==> src/rtl/edabk_transmitter_controller.sv <==
// edabk_transmitter_controller
// UART transmit sequencer. Accepts one byte per valid/ready handshake and drives
// the datapath load/shift/clear strobes from the datapath's per-bit done pulse,
// giving start bit, DATA_WIDTH data bits LSB-first, then the stop bit(s).
// Build option: define CFG_TX_TWO_STOP_EN for two stop bits (default is one).

`ifndef CFG_DATA_WIDTH
`define CFG_DATA_WIDTH 8
`endif

module edabk_transmitter_controller #(
  parameter int DATA_WIDTH    = `CFG_DATA_WIDTH,
  parameter int BIT_CNT_WIDTH = $clog2(DATA_WIDTH + 1)
) (
  input  logic bclk,
  input  logic reset,
  input  logic tx_valid,
  output logic tx_ready,
  input  logic done,
  output logic load,
  output logic shift,
  output logic clear,
  output logic tx_busy,
  output logic tx_done
);

`ifdef CFG_TX_TWO_STOP_EN
  typedef enum logic [1:0] {S_IDLE, S_DATA, S_STOP, S_STOP2} state_t;
`else
  typedef enum logic [1:0] {S_IDLE, S_DATA, S_STOP} state_t;
`endif

  localparam logic [BIT_CNT_WIDTH-1:0] LAST_CNT = BIT_CNT_WIDTH'(DATA_WIDTH);

  state_t                   r_state;
  state_t                   w_state_next;
  logic [BIT_CNT_WIDTH-1:0] r_bit_cnt;
  logic [BIT_CNT_WIDTH-1:0] w_bit_cnt_next;

  // State and bit counter registers; reset abandons any frame in progress
  always_ff @(posedge bclk or posedge reset) begin
    if (reset) begin
      r_state   <= S_IDLE;
      r_bit_cnt <= '0;
    end else begin
      r_state   <= w_state_next;
      r_bit_cnt <= w_bit_cnt_next;
    end
  end

  // Next-state logic and combinational strobes; strobes stay unregistered so a
  // bit period is exactly one done interval long
  always_comb begin
    w_state_next   = r_state;
    w_bit_cnt_next = r_bit_cnt;
    tx_ready       = 1'b0;
    load           = 1'b0;
    shift          = 1'b0;
    clear          = 1'b0;
    tx_done        = 1'b0;
    case (r_state)
      S_IDLE: begin
        // done is meaningless here; only a handshake starts a frame
        tx_ready = 1'b1;
        if (tx_valid) begin
          load           = 1'b1;
          w_bit_cnt_next = '0;
          w_state_next   = S_DATA;
        end
      end
      S_DATA: begin
        // The done with bit_cnt==DATA_WIDTH ends the last data bit; that shift
        // leaves the datapath all ones, which is the stop bit on the line
        if (done) begin
          shift = 1'b1;
          if (r_bit_cnt == LAST_CNT) begin
            w_bit_cnt_next = '0;
            w_state_next   = S_STOP;
          end else begin
            w_bit_cnt_next = r_bit_cnt + BIT_CNT_WIDTH'(1);
          end
        end
      end
      S_STOP: begin
        if (done) begin
`ifdef CFG_TX_TWO_STOP_EN
          // Line is already all ones; just hold it for another bit period
          w_state_next = S_STOP2;
`else
          clear        = 1'b1;
          tx_done      = 1'b1;
          w_state_next = S_IDLE;
`endif
        end
      end
`ifdef CFG_TX_TWO_STOP_EN
      S_STOP2: begin
        if (done) begin
          clear        = 1'b1;
          tx_done      = 1'b1;
          w_state_next = S_IDLE;
        end
      end
`endif
      default: begin
        w_state_next   = S_IDLE;
        w_bit_cnt_next = '0;
      end
    endcase
    // Every output is forced low while reset is held, independent of the clock
    if (reset) begin
      tx_ready = 1'b0;
      load     = 1'b0;
      shift    = 1'b0;
      clear    = 1'b0;
      tx_done  = 1'b0;
    end
  end

  assign tx_busy = (r_state != S_IDLE) && !reset;

  // load, shift and clear drive the same datapath register and must never overlap
  a_strobe_onehot0: assert property (@(posedge bclk) disable iff (reset)
    $onehot0({load, shift, clear}));

endmodule
==> config.mk <==
export PLATFORM = sky130hd
export DESIGN_NAME = edabk_transmitter_controller
export DESIGN_NICKNAME = d
export VERILOG_FILES = /design/src/rtl/edabk_transmitter_controller.sv
export SDC_FILE = /design/constraint.sdc
export NUM_CORES = 1
export LEC_CHECK = 0
export BUFFER_PORTS_ARGS = -buffer_cell sky130_fd_sc_hd__buf_2
export CAP_MARGIN = 20
export CORE_AREA = 3 3 40 42
export DETAILED_ROUTE_END_ITERATION = 6
export DIE_AREA = 0 0 43 45
export GPL_TIMING_DRIVEN = 1
export MAX_ROUTING_LAYER = met4
export SYNTH_ARGS = -nofsm -noshare
export SYNTH_HDL_FRONTEND = slang
export SYNTH_SLANG_ARGS = --single-unit
==> constraint.sdc <==
create_clock -name bclk -period 1.4 [get_ports bclk]
set_clock_uncertainty 0.05 [all_clocks]
set_input_delay 0.28 -clock bclk [delete_from_list [all_inputs] [get_ports bclk]]
set_output_delay 0.28 -clock bclk [all_outputs]
set_load 0.01 [all_outputs]
Word-level counts from Yosys, hierarchy flattened. Cells that the tools add are included.

Bits in registers: 6. Output and inout port bits: 6. Word-level logic and storage cells: 36.

$add $sub $neg: 1. Equal/unequal tests: 7. Multiplexer cells: 19. Bitwise logic cells: 1. Reductions and logical operators: 6.

Operators with widths (count): 4-bit two-way mux (3); 4-bit one-hot mux with 3 select lines (1); 1-bit two-way mux (10); 2-bit two-way mux (4); 2-bit != test (second input constant) (4); 2-bit one-hot mux with 3 select lines (1); 4-bit by 1-bit adder with 4-bit output (second input constant) (1); 4-bit == test (second input constant) (1); 4-bit AND reduction (1); 3-bit AND reduction (1); 2-bit by 1-bit == test with 1-bit output (second input constant) (1); 2-bit == test (second input constant) (1); 2-bit zero test (1); 2-bit nonzero test (1); 1-bit logical AND (1); 1-bit zero test (1); 1-bit NOT (1).

Logic depth before layout (Yosys ltp). Gate-level depths: netlist of run 1.

Depth after elaboration: 4. Depth in mapped cells: 5.

Least setup slack after synthesis of run 1. No wires, ideal clock.

Kind: register -> output. Start point: register r_state[0]. End point: output port tx_done. Arrival: 1.229 ns. Data required time: 1.070 ns. Slack: -0.159 ns. Stages on the path, launching flop included: 5. Path buffers: 2. Path through: dfrtp_1 buf_4 nand2b_1 nor3b_1 buf_4.

Word-level cells in the longest chain between the ends: 3.

Ends and longest elaborated chain: start, declared (RTL line 35) `state_t r_state;`; start signal, assigned (RTL line 46) `r_state <= w_state_next;`; 2-bit == test; 1-bit two-way mux (2 in series); end, declared (RTL line 24) `output logic tx_done`.

No other way between the ends.

Worst setup path in the final report of run 1.
Start point: register r_state[1]. End point: output port shift.

Word-level cells in the longest chain between the ends: 3.

Ends and longest elaborated chain: 2-bit by 1-bit == test with 1-bit output (RTL line 61) `case (r_state)`; 1-bit two-way mux (RTL line 61); 1-bit two-way mux (RTL line 111) `if (reset) begin`; end, declared (RTL line 21) `output logic shift,`.

No other way between the ends.

==> flow_metrics.env, run 1 <==
export IMPL_synth_seq_cells=6
export IMPL_critical_path_required_ns=1.07
export IMPL_commonest_cells_in_the_netlist="6 x sky130_fd_sc_hd__dfrtp_1, 4 x sky130_fd_sc_hd__inv_1, 4 x sky130_fd_sc_hd__nor2_1"
export IMPL_clk_latency_ns=0.25
export IMPL_synth_edff_count=0
export IMPL_r2r_start="r_state[0]"
export IMPL_synthDominantAreaCellType="sky130_fd_sc_hd__dfrtp_1"
export IMPL_initial_utilization_pct=34.2
export IMPL_yosys_cell_count_top_type="sky130_fd_sc_hd__dfrtp_1"
export IMPL_cts_made_buffers=3
export IMPL_die_w_um=43
export IMPL_synth_distinct_cells=26
export IMPL_synthesis_area_per_instance_um2=9.15
export IMPL_primary_flip_flop_cell_chosen_by_synthesis_mapping="sky130_fd_sc_hd__dfrtp_1"
export IMPL_layout_min_cycle_time_ns=1.51
export IMPL_htree_levels=1
export IMPL_detailedRoute_firstPassIterationCount=4
export IMPL_floorplan_die_area_um2=1940
export IMPL_drv_max_cap_violation_count=0
export IMPL_rr_worst_depth=4
export IMPL_grt_setup_unrepaired="true"
export IMPL_clock_tree_root_cell="sky130_fd_sc_hd__clkbuf_4"
export IMPL_netlist_top_cells_area="sky130_fd_sc_hd__dfrtp_1 34%, sky130_fd_sc_hd__o2bb2ai_1 6.0%, sky130_fd_sc_hd__ha_1 5.7%"
export IMPL_synth_sequential_area_ratio_pct=34.2
export IMPL_min_delay_path_depth=2
export IMPL_clk_slew_on_worst_s_h_paths_ns=0.04
export IMPL_clock_path_buffers=2
export IMPL_finalMaxSlewViolations=0
export IMPL_post_route_cells_drive_above_1_share_pct=46.2
export IMPL_ff2ff_setup_slack_ns=-0.01
export IMPL_final_hold_worst_slack_ns=0.313
export IMPL_detailedPlacementHpwl_um=788
export IMPL_setup_violations=5
export IMPL_mappedNetlistNets=54
export IMPL_finalWirelength_um=995
export IMPL_actual_transition_at_the_worst_max_transition_pin_ns=0.340
export IMPL_synth_async_sr_flop_share_pct=100
export IMPL_drc=0
export IMPL_timing_hold_worst_class="input pin to flop"
export IMPL_worst_setup_end_kind="output port"
export IMPL_placement_rows=13
export IMPL_critical_path_cell_chain="and2b_4 -> nand2_2 -> nor2_1 -> buf_2"
export IMPL_core_um2=1280
export IMPL_finish_utilization_pct=46.6
export IMPL_timing_fmax_mhz=662
export IMPL_timing_hold_violations_final=0
export IMPL_worst_endpoint_arrival_ns=1.18
export IMPL_number_of_violations_reported_at_the_end_of_detailed_routing_iteration_0=9
export IMPL_run_status="finished, violations left"
export IMPL_tritoncts="built"
export IMPL_route_vias_total=419
export IMPL_critical_path_startpoint_type="flop"
export IMPL_powerDensity_nw_per_um2=2110
export IMPL_fin_ws_ns=-0.110
export IMPL_critPathMaxStageDelay_ns=0.42
export IMPL_groute_usage_overall_pct=13.0
export IMPL_wire_per_inst_um=12.4
export IMPL_number_of_instances_in_the_synthesized_netlist=48
export IMPL_crit_slowest_cell="sky130_fd_sc_hd__dfrtp_2"
export IMPL_timing_critical_path_fanout_max=4
export IMPL_cts_num_sinks=6
export IMPL_holdCritStartpoint="done"
export IMPL_synth_area_um2=439
export IMPL_final_setup_tns_ns=-0.362
export IMPL_layout_worst_path_cycle_share_pct=108
export IMPL_area_delta_synth_final_pct=36.5
export IMPL_violations_in_the_final_reports="setup timing"
export IMPL_critPathBufInv=1
export IMPL_whs_endpoint="r_state[1]"
export IMPL_grt_first_pass_wirelength_mm=1.73
export IMPL_ant_nets=0
export IMPL_pin_count_of_the_biggest_net_entering_global_routing=8
export IMPL_synth_warnings=0
export IMPL_final_net_count=73
export IMPL_boundaryPins=10
export IMPL_post_synth_top_area_fraction_pct=34.2
export IMPL_globalplace_congestion=0.770
export IMPL_max_slew_margin_pct=77.2
export IMPL_viasPerCell=5.24
export IMPL_regToRegEndpoint="r_bit_cnt[2]"
export IMPL_vias_in_the_first_global_route=424
export IMPL_die_h_um=45
export IMPL_gr_total_overflow=0
export IMPL_insertedDiodeCount=0
export IMPL_worstSetupPathType="flop to output port"
export IMPL_io_buffers=9
export IMPL_leakage_nw=0.275
export IMPL_irDropWorstVdd_v=0.000829
export IMPL_grt_antenna_before_repair=0
export IMPL_crit_family="flip-flops"
## metal layers
layer	vias to the layer above	global-route usage [%]	part of all wire, %
li1	210	-	-
met2	5	19.8	46
met3	4	4.78	2.6
met1	200	14.2	49
met4	0	9.04	1.9
met5	-	-	0
## flip-flops by register name (all words and copies together), names as in the netlist
register	cells
r_state	2
r_bit_cnt	4
## placed cells by master (no fill, tap or decap)
| master | count |
|---|---|
| sky130_fd_sc_hd__nor2_2 | 1 |
| sky130_fd_sc_hd__buf_6 | 1 |
| sky130_fd_sc_hd__dfrtp_1 | 4 |
| sky130_fd_sc_hd__o22ai_1 | 2 |
| sky130_fd_sc_hd__o21ai_1 | 2 |
| sky130_fd_sc_hd__o2bb2ai_1 | 3 |
| sky130_fd_sc_hd__clkbuf_4 | 3 |
| sky130_fd_sc_hd__nor2_1 | 3 |
| sky130_fd_sc_hd__a21oi_1 | 1 |
| sky130_fd_sc_hd__xor2_1 | 1 |
| sky130_fd_sc_hd__or2_0 | 1 |
| sky130_fd_sc_hd__buf_4 | 6 |
| sky130_fd_sc_hd__nor3_2 | 1 |
| sky130_fd_sc_hd__mux2i_1 | 1 |
| sky130_fd_sc_hd__nand2b_4 | 1 |
| sky130_fd_sc_hd__o211ai_1 | 1 |
| sky130_fd_sc_hd__or3b_4 | 1 |
| sky130_fd_sc_hd__nand2_2 | 1 |
| sky130_fd_sc_hd__nand3_1 | 2 |
| sky130_fd_sc_hd__dfrtp_2 | 2 |
| sky130_fd_sc_hd__o21ba_2 | 1 |
| sky130_fd_sc_hd__and2b_4 | 1 |
| sky130_fd_sc_hd__dlygate4sd3_1 | 1 |
| sky130_fd_sc_hd__o21a_1 | 1 |
| sky130_fd_sc_hd__nor3b_2 | 1 |
| sky130_fd_sc_hd__buf_2 | 8 |
| sky130_fd_sc_hd__o2111ai_1 | 2 |
| sky130_fd_sc_hd__ha_1 | 2 |
| sky130_fd_sc_hd__or2b_1 | 1 |
| sky130_fd_sc_hd__and2_2 | 1 |
| sky130_fd_sc_hd__inv_1 | 4 |
| sky130_fd_sc_hd__nand2_1 | 1 |
| sky130_fd_sc_hd__nand2b_1 | 2 |
| sky130_fd_sc_hd__a221oi_2 | 1 |
## cell type report
cell class                 count  area [um2]
clock buffer                   3        22.5
fill                         130         686
inverter                       4        15.0
multi-input combinational     36         284
sequential                     6         153
tap                           15        18.8
timing repair buffer          16         106
## worst max-delay path by stage
| stage | cells after the start | slack (ns) | to | startpoint |
|---|---|---|---|---|
| 2_1_floorplan | 4 | -0.02 | tx_done | r_state[0] |
| 3_3_place_gp | 4 | 0.08 | shift | r_state[1] |
| 3_5_place_dp | 3 | 0.06 | r_bit_cnt[2] | r_state[0] |
| 4_1_cts | 4 | -0.12 | shift | r_state[1] |
| 5_1_grt | 4 | -0.16 | shift | r_state[1] |
| 6_report | 4 | -0.11 | shift | r_state[1] |
## power breakdown
| group | internal, mW | total [mW] | switching, mW | leakage, nW |
|---|---|---|---|---|
| Combinational | 0.404 | 0.763 | 0.359 | 0.187 |
| Clock | 0.0973 | 0.164 | 0.0670 | 0.0138 |
| Sequential | 0.255 | 0.338 | 0.0830 | 0.0741 |
## logic make-up after synthesis
kind of cell             Yosys count  share of synthesized area, %
adder cells (fa/ha/maj)            2                          5.70
multiplexers                       1                          2.28
buffers and inverters              6                          6.84
flip-flops                         6                          34.2
XOR/XNOR                           1                          1.99
AO/OA/AOI/OAI                     14                          25.4
AND/OR/NAND/NOR                   18                          23.6
## through the flow
| step | power [mW] | setup slack, ns | cell area (um2) | instances |
|---|---|---|---|---|
| after CTS | 1.27 | -0.119 | 597 | 80 |
| after floorplan | 0.819 | -0.0167 | 457 | 48 |
| after global placement | 0.987 | 0.0764 | 528 | 73 |
| after global routing | 1.37 | -0.158 | 599 | 80 |
| final | 1.27 | -0.110 | 599 | 80 |
| after detailed placement | 0.996 | 0.0636 | 528 | 73 |
## what timing repair did
action                                 CTS  global route
pin swaps                                2             1
endpoints found under the hold margin    6             0
gates resized for setup                  5             1
hold buffers                             1             0
setup endpoints to repair                6             7
setup buffers                            3             0
Note: power is estimated with default switching activity, not from simulation.
==> run 2: changes to the inputs <==
--- a/config.mk
+++ b/config.mk
@@ -5,6 +5,7 @@
 export SDC_FILE = /design/constraint.sdc
 export NUM_CORES = 1
 export LEC_CHECK = 0
+export ABC_AREA = 1
 export BUFFER_PORTS_ARGS = -buffer_cell sky130_fd_sc_hd__buf_2
 export CAP_MARGIN = 20
 export CORE_AREA = 3 3 40 42
==> flow_metrics.env, run 2 <==
export IMPL_groute_usage_overall_pct=11.3
export IMPL_finalMaxSlewViolations=0
export IMPL_irDropWorstVdd_v=0.000631
export IMPL_grt_setup_unrepaired="true"
export IMPL_finalPower_mw=1.07
export IMPL_setup_violations=5
export IMPL_final_hold_worst_slack_ns=0.245
export IMPL_synth_sequential_area_ratio_pct=36.3
export IMPL_io_buffers=9
export IMPL_core_um2=1280
export IMPL_area_delta_synth_final_pct=46.5
export IMPL_actual_transition_at_the_worst_max_transition_pin_ns=0.259
export IMPL_power_report_internal_total_uw=591
export IMPL_layout_cells_most_common="sky130_fd_sc_hd__nand2_1"
export IMPL_timing_fmax_mhz=665
export IMPL_globalplace_congestion=0.731
export IMPL_initial_utilization_pct=32.2
export IMPL_dp_cells=83
export IMPL_clock_path_buffers=2
export IMPL_critical_path_required_ns=1.07
export IMPL_critical_path_startpoint_type="flop"
export IMPL_reg_top3="r_bit_cnt: 4 flops, r_state: 2 flops"
export IMPL_primary_flip_flop_cell_chosen_by_synthesis_mapping="sky130_fd_sc_hd__dfrtp_1"
export IMPL_powerDensity_nw_per_um2=1760
export IMPL_power_share_of_the_combinational_group_pct=55.1
export IMPL_post_synth_top_area_fraction_pct=36.3
export IMPL_detailedPlacementHpwl_um=725
export IMPL_worst_endpoint_arrival_ns=1.17
export IMPL_max_slew_margin_pct=82.7
export IMPL_commonest_cells_in_the_netlist="13 x sky130_fd_sc_hd__nand2_1, 10 x sky130_fd_sc_hd__inv_1, 7 x sky130_fd_sc_hd__nor2_1"
export IMPL_number_of_flip_flops_under_the_largest_register_name=4
export IMPL_vias_in_the_first_global_route=417
export IMPL_leakage_nw=0.336
export IMPL_commonest_cells_after_routing_fill_and_taps_aside="12 x sky130_fd_sc_hd__nand2_1, 9 x sky130_fd_sc_hd__buf_2, 8 x sky130_fd_sc_hd__inv_1"
export IMPL_timing_critical_path_fanout_max=5
export IMPL_wire_per_inst_um=10.5
export IMPL_worst_setup_end_kind="output port"
export IMPL_die_h_um=45
export IMPL_ant_nets=0
export IMPL_die_w_um=43
export IMPL_tritoncts="built"
export IMPL_clk_slew_on_worst_s_h_paths_ns=0.05
export IMPL_drv_max_cap_violation_count=0
export IMPL_finalWirelength_um=977
export IMPL_swShare_pct=44.8
export IMPL_final_setup_tns_ns=-0.408
export IMPL_clock_power_share_pct=15.4
export IMPL_boundaryPins=10
export IMPL_viasPerCell=4.62
export IMPL_timing_hold_violations_final=0
export IMPL_route_vias_total=430
export IMPL_fin_ws_ns=-0.104
export IMPL_cts_num_sinks=6
export IMPL_instances_no_fill=93
export IMPL_gr_total_overflow=0
export IMPL_net_switching_power_uw=479
export IMPL_synth_edff_count=0
export IMPL_synth_warnings=0
export IMPL_finish_utilization_pct=47.2
export IMPL_pin_count_of_the_biggest_net_entering_global_routing=7
export IMPL_grt_antenna_before_repair=0
export IMPL_final_net_count=86
export IMPL_insertedDiodeCount=0
export IMPL_netlist_top_cells_area="sky130_fd_sc_hd__dfrtp_1 36%, sky130_fd_sc_hd__nand2_1 12%, sky130_fd_sc_hd__inv_1 9.1%"
export IMPL_run_status="finished, violations left"
export IMPL_number_of_violations_reported_at_the_end_of_detailed_routing_iteration_0=4
export IMPL_yosys_cell_count_top_type="sky130_fd_sc_hd__nand2_1"
export IMPL_number_of_instances_in_the_synthesized_netlist=59
export IMPL_synthDominantAreaCellType="sky130_fd_sc_hd__dfrtp_1"
export IMPL_synth_distinct_cells=18
export IMPL_registers_top_by_ff_count="r_bit_cnt"
export IMPL_violations_in_the_final_reports="setup timing"
export IMPL_cts_made_buffers=3
export IMPL_detailedRoute_firstPassIterationCount=4
export IMPL_mappedNetlistNets=65
export IMPL_power_sequential_fraction_pct=29.4
export IMPL_grt_first_pass_wirelength_mm=1.55
export IMPL_synth_async_sr_flop_share_pct=100
export IMPL_drc=0
export IMPL_synthesis_area_per_instance_um2=7.02
export IMPL_floorplan_die_area_um2=1940
export IMPL_synth_area_um2=414
export IMPL_timing_hold_worst_class="input pin to flop"
export IMPL_placement_rows=13
export IMPL_clk_latency_ns=0.25
export IMPL_clock_tree_root_cell="sky130_fd_sc_hd__clkbuf_4"
export IMPL_synth_seq_cells=6
export IMPL_worstSetupPathType="flop to output port"
export IMPL_post_route_cells_drive_above_1_share_pct=44.9
export IMPL_layout_min_cycle_time_ns=1.50
export IMPL_htree_levels=1
export IMPL_layout_worst_path_cycle_share_pct=107
## run 2: cell count changes in the layout (fill, tap and decap cells not counted), sizes merged, moves of 3 or more
cell,previous run,this run
inv,4,12
nor2,4,8
nand2,2,14
nand3,2,7
nand2b,3,0
o2bb2ai,3,0
## run 2: stage by stage
step / area [um2] / worst slack, ns
after floorplan: 419 / 0.0658
after global placement: 483 / 0.117
after detailed placement: 483 / 0.0801
after CTS: 561 / -0.125
after global routing: 607 / -0.182
final: 607 / -0.104
## run 2: area by class of cell
type                            count  area [um2]
Timing Repair Buffer               17         111
Sequential cell                     6         153
Tap cell                           15        18.8
Fill cell                         128         678
Clock buffer                        3        22.5
Multi-Input combinational cell     40         254
Inverter                           12        47.5
## run 2: cells by family after synthesis
logic type / share of synthesized area, %
adders and majority gates: 6.04
DFF: 36.3
AOI/OAI and AO/OA: 6.64
xor gates and xnor gates: 2.12
buffers and inverters: 12.7
and+or+nand+nor: 36.3
## run 2: metal layers
layer	share of wire, %	GRT usage (%)	vias to the layer above
met4	3.7	9.04	0
met1	45	11.7	193
met3	1.8	1.20	5
met5	0	-	-
li1	-	-	224
met2	49	19.5	8
## run 2: worst paths after layout
check / to / slack, ns / depth (start not counted) / start
min in group asynchronous: r_state[0] / 0.53 / 3 / reset
hold / removal: r_state[0] / 0.24 / 3 / tx_valid
setup reg to reg: r_bit_cnt[3] / 0.05 / 8 / r_state[0]
setup / recovery: clear / -0.10 / 4 / r_state[0]
max in group asynchronous: r_state[1] / 0.55 / 3 / reset
hold reg to reg: r_bit_cnt[3] / 0.49 / 2 / r_bit_cnt[3]
## run 2: repair_timing
action	4_1_cts	5_1_grt
hold buffers	1	0
gates resized for setup	7	7
setup endpoints to repair	5	6
buffers inserted	4	2
pin swaps	1	1
hold endpoints to repair	6	0
## run 2: critical path, stage by stage, from the launching register on
cell                      delay [ns]
sky130_fd_sc_hd__dfrtp_2        0.46
sky130_fd_sc_hd__nor2_4         0.14
sky130_fd_sc_hd__inv_2          0.06
sky130_fd_sc_hd__nor3_4         0.11
sky130_fd_sc_hd__buf_2          0.15
## run 2: power by group through the flow
| stage | clock network (mW) | logic, mW | registers, mW |
|---|---|---|---|
| final | 0.165 | 0.590 | 0.315 |
| after global routing | 0.177 | 0.673 | 0.321 |
| after CTS | 0.171 | 0.507 | 0.301 |
| after detailed placement | 0 | 0.432 | 0.289 |
| after global placement | 0 | 0.431 | 0.288 |
| after floorplan | 0 | 0.324 | 0.284 |
==> run 3: changes to the inputs <==
--- a/config.mk
+++ b/config.mk
@@ -6,13 +6,14 @@
 export NUM_CORES = 1
 export LEC_CHECK = 0
 export ABC_AREA = 1
-export BUFFER_PORTS_ARGS = -buffer_cell sky130_fd_sc_hd__buf_2
 export CAP_MARGIN = 20
-export CORE_AREA = 3 3 40 42
+export CORE_AREA = 2 2 39 41
 export DETAILED_ROUTE_END_ITERATION = 6
-export DIE_AREA = 0 0 43 45
+export DIE_AREA = 0 0 41 43
+export DONT_BUFFER_PORTS = 1
 export GPL_TIMING_DRIVEN = 1
 export MAX_ROUTING_LAYER = met4
+export SLEW_MARGIN = 20
 export SYNTH_ARGS = -nofsm -noshare
 export SYNTH_HDL_FRONTEND = slang
 export SYNTH_SLANG_ARGS = --single-unit
==> flow_metrics.env, run 3 (synthesis gave the netlist of run 2 again) <==
export IMPL_run_status="finished, violations left"
export IMPL_violations_in_the_final_reports="setup timing"
export IMPL_gr_usage_met1_pct=13.4
export IMPL_groute_layer_met3_usage_pct=2.62
export IMPL_finish_utilization_pct=43.0
export IMPL_boundaryPins=10
export IMPL_swShare_pct=44.6
export IMPL_grt_first_pass_wirelength_mm=1.41
export IMPL_critical_path_startpoint_type="flop"
export IMPL_timing_hold_worst_class="input pin to flop"
export IMPL_pin_count_of_the_biggest_net_entering_global_routing=7
export IMPL_commonest_cells_after_routing_fill_and_taps_aside="12 x sky130_fd_sc_hd__nand2_1, 8 x sky130_fd_sc_hd__buf_4, 7 x sky130_fd_sc_hd__inv_1"
export IMPL_core_um2=1380
export IMPL_clk_latency_ns=0.25
export IMPL_powerDensity_nw_per_um2=1870
export IMPL_finalPower_mw=1.12
export IMPL_timing_hold_violations_final=0
export IMPL_timing_fmax_mhz=673
export IMPL_htree_levels=1
export IMPL_power_share_of_the_combinational_group_pct=57.7
export IMPL_number_of_violations_reported_at_the_end_of_detailed_routing_iteration_0=2
export IMPL_cts_made_buffers=3
export IMPL_tritoncts="built"
export IMPL_clock_path_buffers=2
export IMPL_die_h_um=43
export IMPL_layout_min_cycle_time_ns=1.49
export IMPL_cts_num_sinks=6
export IMPL_insertedDiodeCount=0
export IMPL_final_hold_worst_slack_ns=0.150
export IMPL_viasPerCell=4.69
export IMPL_globalplace_congestion=0.687
export IMPL_post_route_cells_drive_above_1_share_pct=45.8
export IMPL_initial_utilization_pct=29.9
export IMPL_layout_cells_most_common="sky130_fd_sc_hd__nand2_1"
export IMPL_irDropWorstVdd_v=0.000707
export IMPL_finalMaxSlewViolations=0
export IMPL_vias_in_the_first_global_route=368
export IMPL_groute_usage_overall_pct=12.2
export IMPL_fin_ws_ns=-0.0860
export IMPL_ant_nets=0
export IMPL_clk_slew_on_worst_s_h_paths_ns=0.05
export IMPL_final_setup_tns_ns=-0.357
export IMPL_worstSetupPathType="flop to output port"
export IMPL_power_sequential_fraction_pct=27.6
export IMPL_detailedPlacementHpwl_um=626
export IMPL_clock_tree_root_cell="sky130_fd_sc_hd__clkbuf_4"
export IMPL_worst_endpoint_arrival_ns=1.16
export IMPL_actual_transition_at_the_worst_max_transition_pin_ns=0.366
export IMPL_area_delta_synth_final_pct=43.8
export IMPL_registers_top_by_ff_count="r_bit_cnt"
export IMPL_die_w_um=41
export IMPL_drv_max_cap_violation_count=0
export IMPL_gr_total_overflow=0
export IMPL_power_report_internal_total_uw=619
export IMPL_grt_antenna_before_repair=0
export IMPL_finalWirelength_um=984
export IMPL_layout_worst_path_cycle_share_pct=106
export IMPL_clock_power_share_pct=14.7
export IMPL_timing_critical_path_fanout_max=5
export IMPL_max_slew_margin_pct=75.4
export IMPL_number_of_flip_flops_under_the_largest_register_name=4
export IMPL_io_buffers=0
export IMPL_top_usage_layer="met2"
export IMPL_wire_per_inst_um=11.2
export IMPL_worst_setup_end_kind="output port"
export IMPL_net_switching_power_uw=497
export IMPL_leakage_nw=0.306
export IMPL_detailedPlace_worstSlack_ns=0.117
export IMPL_grt_util_met2_pct=19.7
export IMPL_final_net_count=80
export IMPL_route_vias_total=413
export IMPL_setup_violations=6
export IMPL_grt_setup_unrepaired="true"
export IMPL_critical_path_required_ns=1.07
export IMPL_placement_rows=14
export IMPL_reg_top3="r_bit_cnt: 4 flops, r_state: 2 flops"
export IMPL_detailedRoute_firstPassIterationCount=3
export IMPL_drc=0
export IMPL_floorplan_die_area_um2=1760
-- run 3: cell count changes in the layout (fill, tap and decap cells not counted), sizes merged --
cell  change
buf       -6
-- run 3: critical path, cell delays in order (launching register included) --
cell	delay, ns
sky130_fd_sc_hd__dfrtp_2	0.45
sky130_fd_sc_hd__buf_6	0.14
sky130_fd_sc_hd__nor2_4	0.10
sky130_fd_sc_hd__nand2_2	0.09
sky130_fd_sc_hd__nor2_4	0.13
-- run 3: per-stage QoR --
step | instance area, um2 | cells
2_1_floorplan | 419 | 59
3_3_place_gp | 454 | 77
3_5_place_dp | 454 | 77
4_1_cts | 538 | 86
5_1_grt | 596 | 88
6_report | 596 | 88
-- run 3: cell type report --
cell class                      instances  area [um2]
Clock buffer                            3        22.5
Fill cell                             138         788
Inverter                               12        45.0
Multi-Input combinational cell         40         263
Sequential cell                         6         153
Tap cell                               16        20.0
Timing Repair Buffer                   11        92.6
-- run 3: repair_timing --
action,4_1_cts,5_1_grt
buffers inserted,5,2
resized for setup,4,14
hold endpoints to repair,6,0
hold buffers,1,0
pin swaps,1,3
setup endpoints to repair,4,10
-- run 3: power by group through the flow --
stage / sequential [mW] / clock, mW / combinational (mW)
floorplan: 0.284 / 0 / 0.324
global placement: 0.289 / 0 / 0.407
detailed placement: 0.291 / 0 / 0.411
CTS: 0.288 / 0.165 / 0.517
global route: 0.318 / 0.176 / 0.715
finish: 0.308 / 0.164 / 0.644
-- run 3: layer usage --
| metal | up-vias | part of all wire (%) |
|---|---|---|
| li1 | 212 | - |
| met2 | 6 | 54 |
| met4 | 0 | 1.7 |
| met1 | 193 | 42 |
| met3 | 2 | 2.9 |
| met5 | - | 0 |
-- run 3: worst paths after layout --
path	from	to	slack [ns]	depth (start not counted)
max	r_state[0]	load	-0.09	4
min	done	r_bit_cnt[1]	0.15	2
max reg2reg	r_state[0]	r_bit_cnt[3]	0.06	8
min reg2reg	r_bit_cnt[3]	r_bit_cnt[3]	0.51	2
max in group asynchronous	reset	r_state[1]	0.72	2
min in group asynchronous	reset	r_bit_cnt[2]	0.36	2
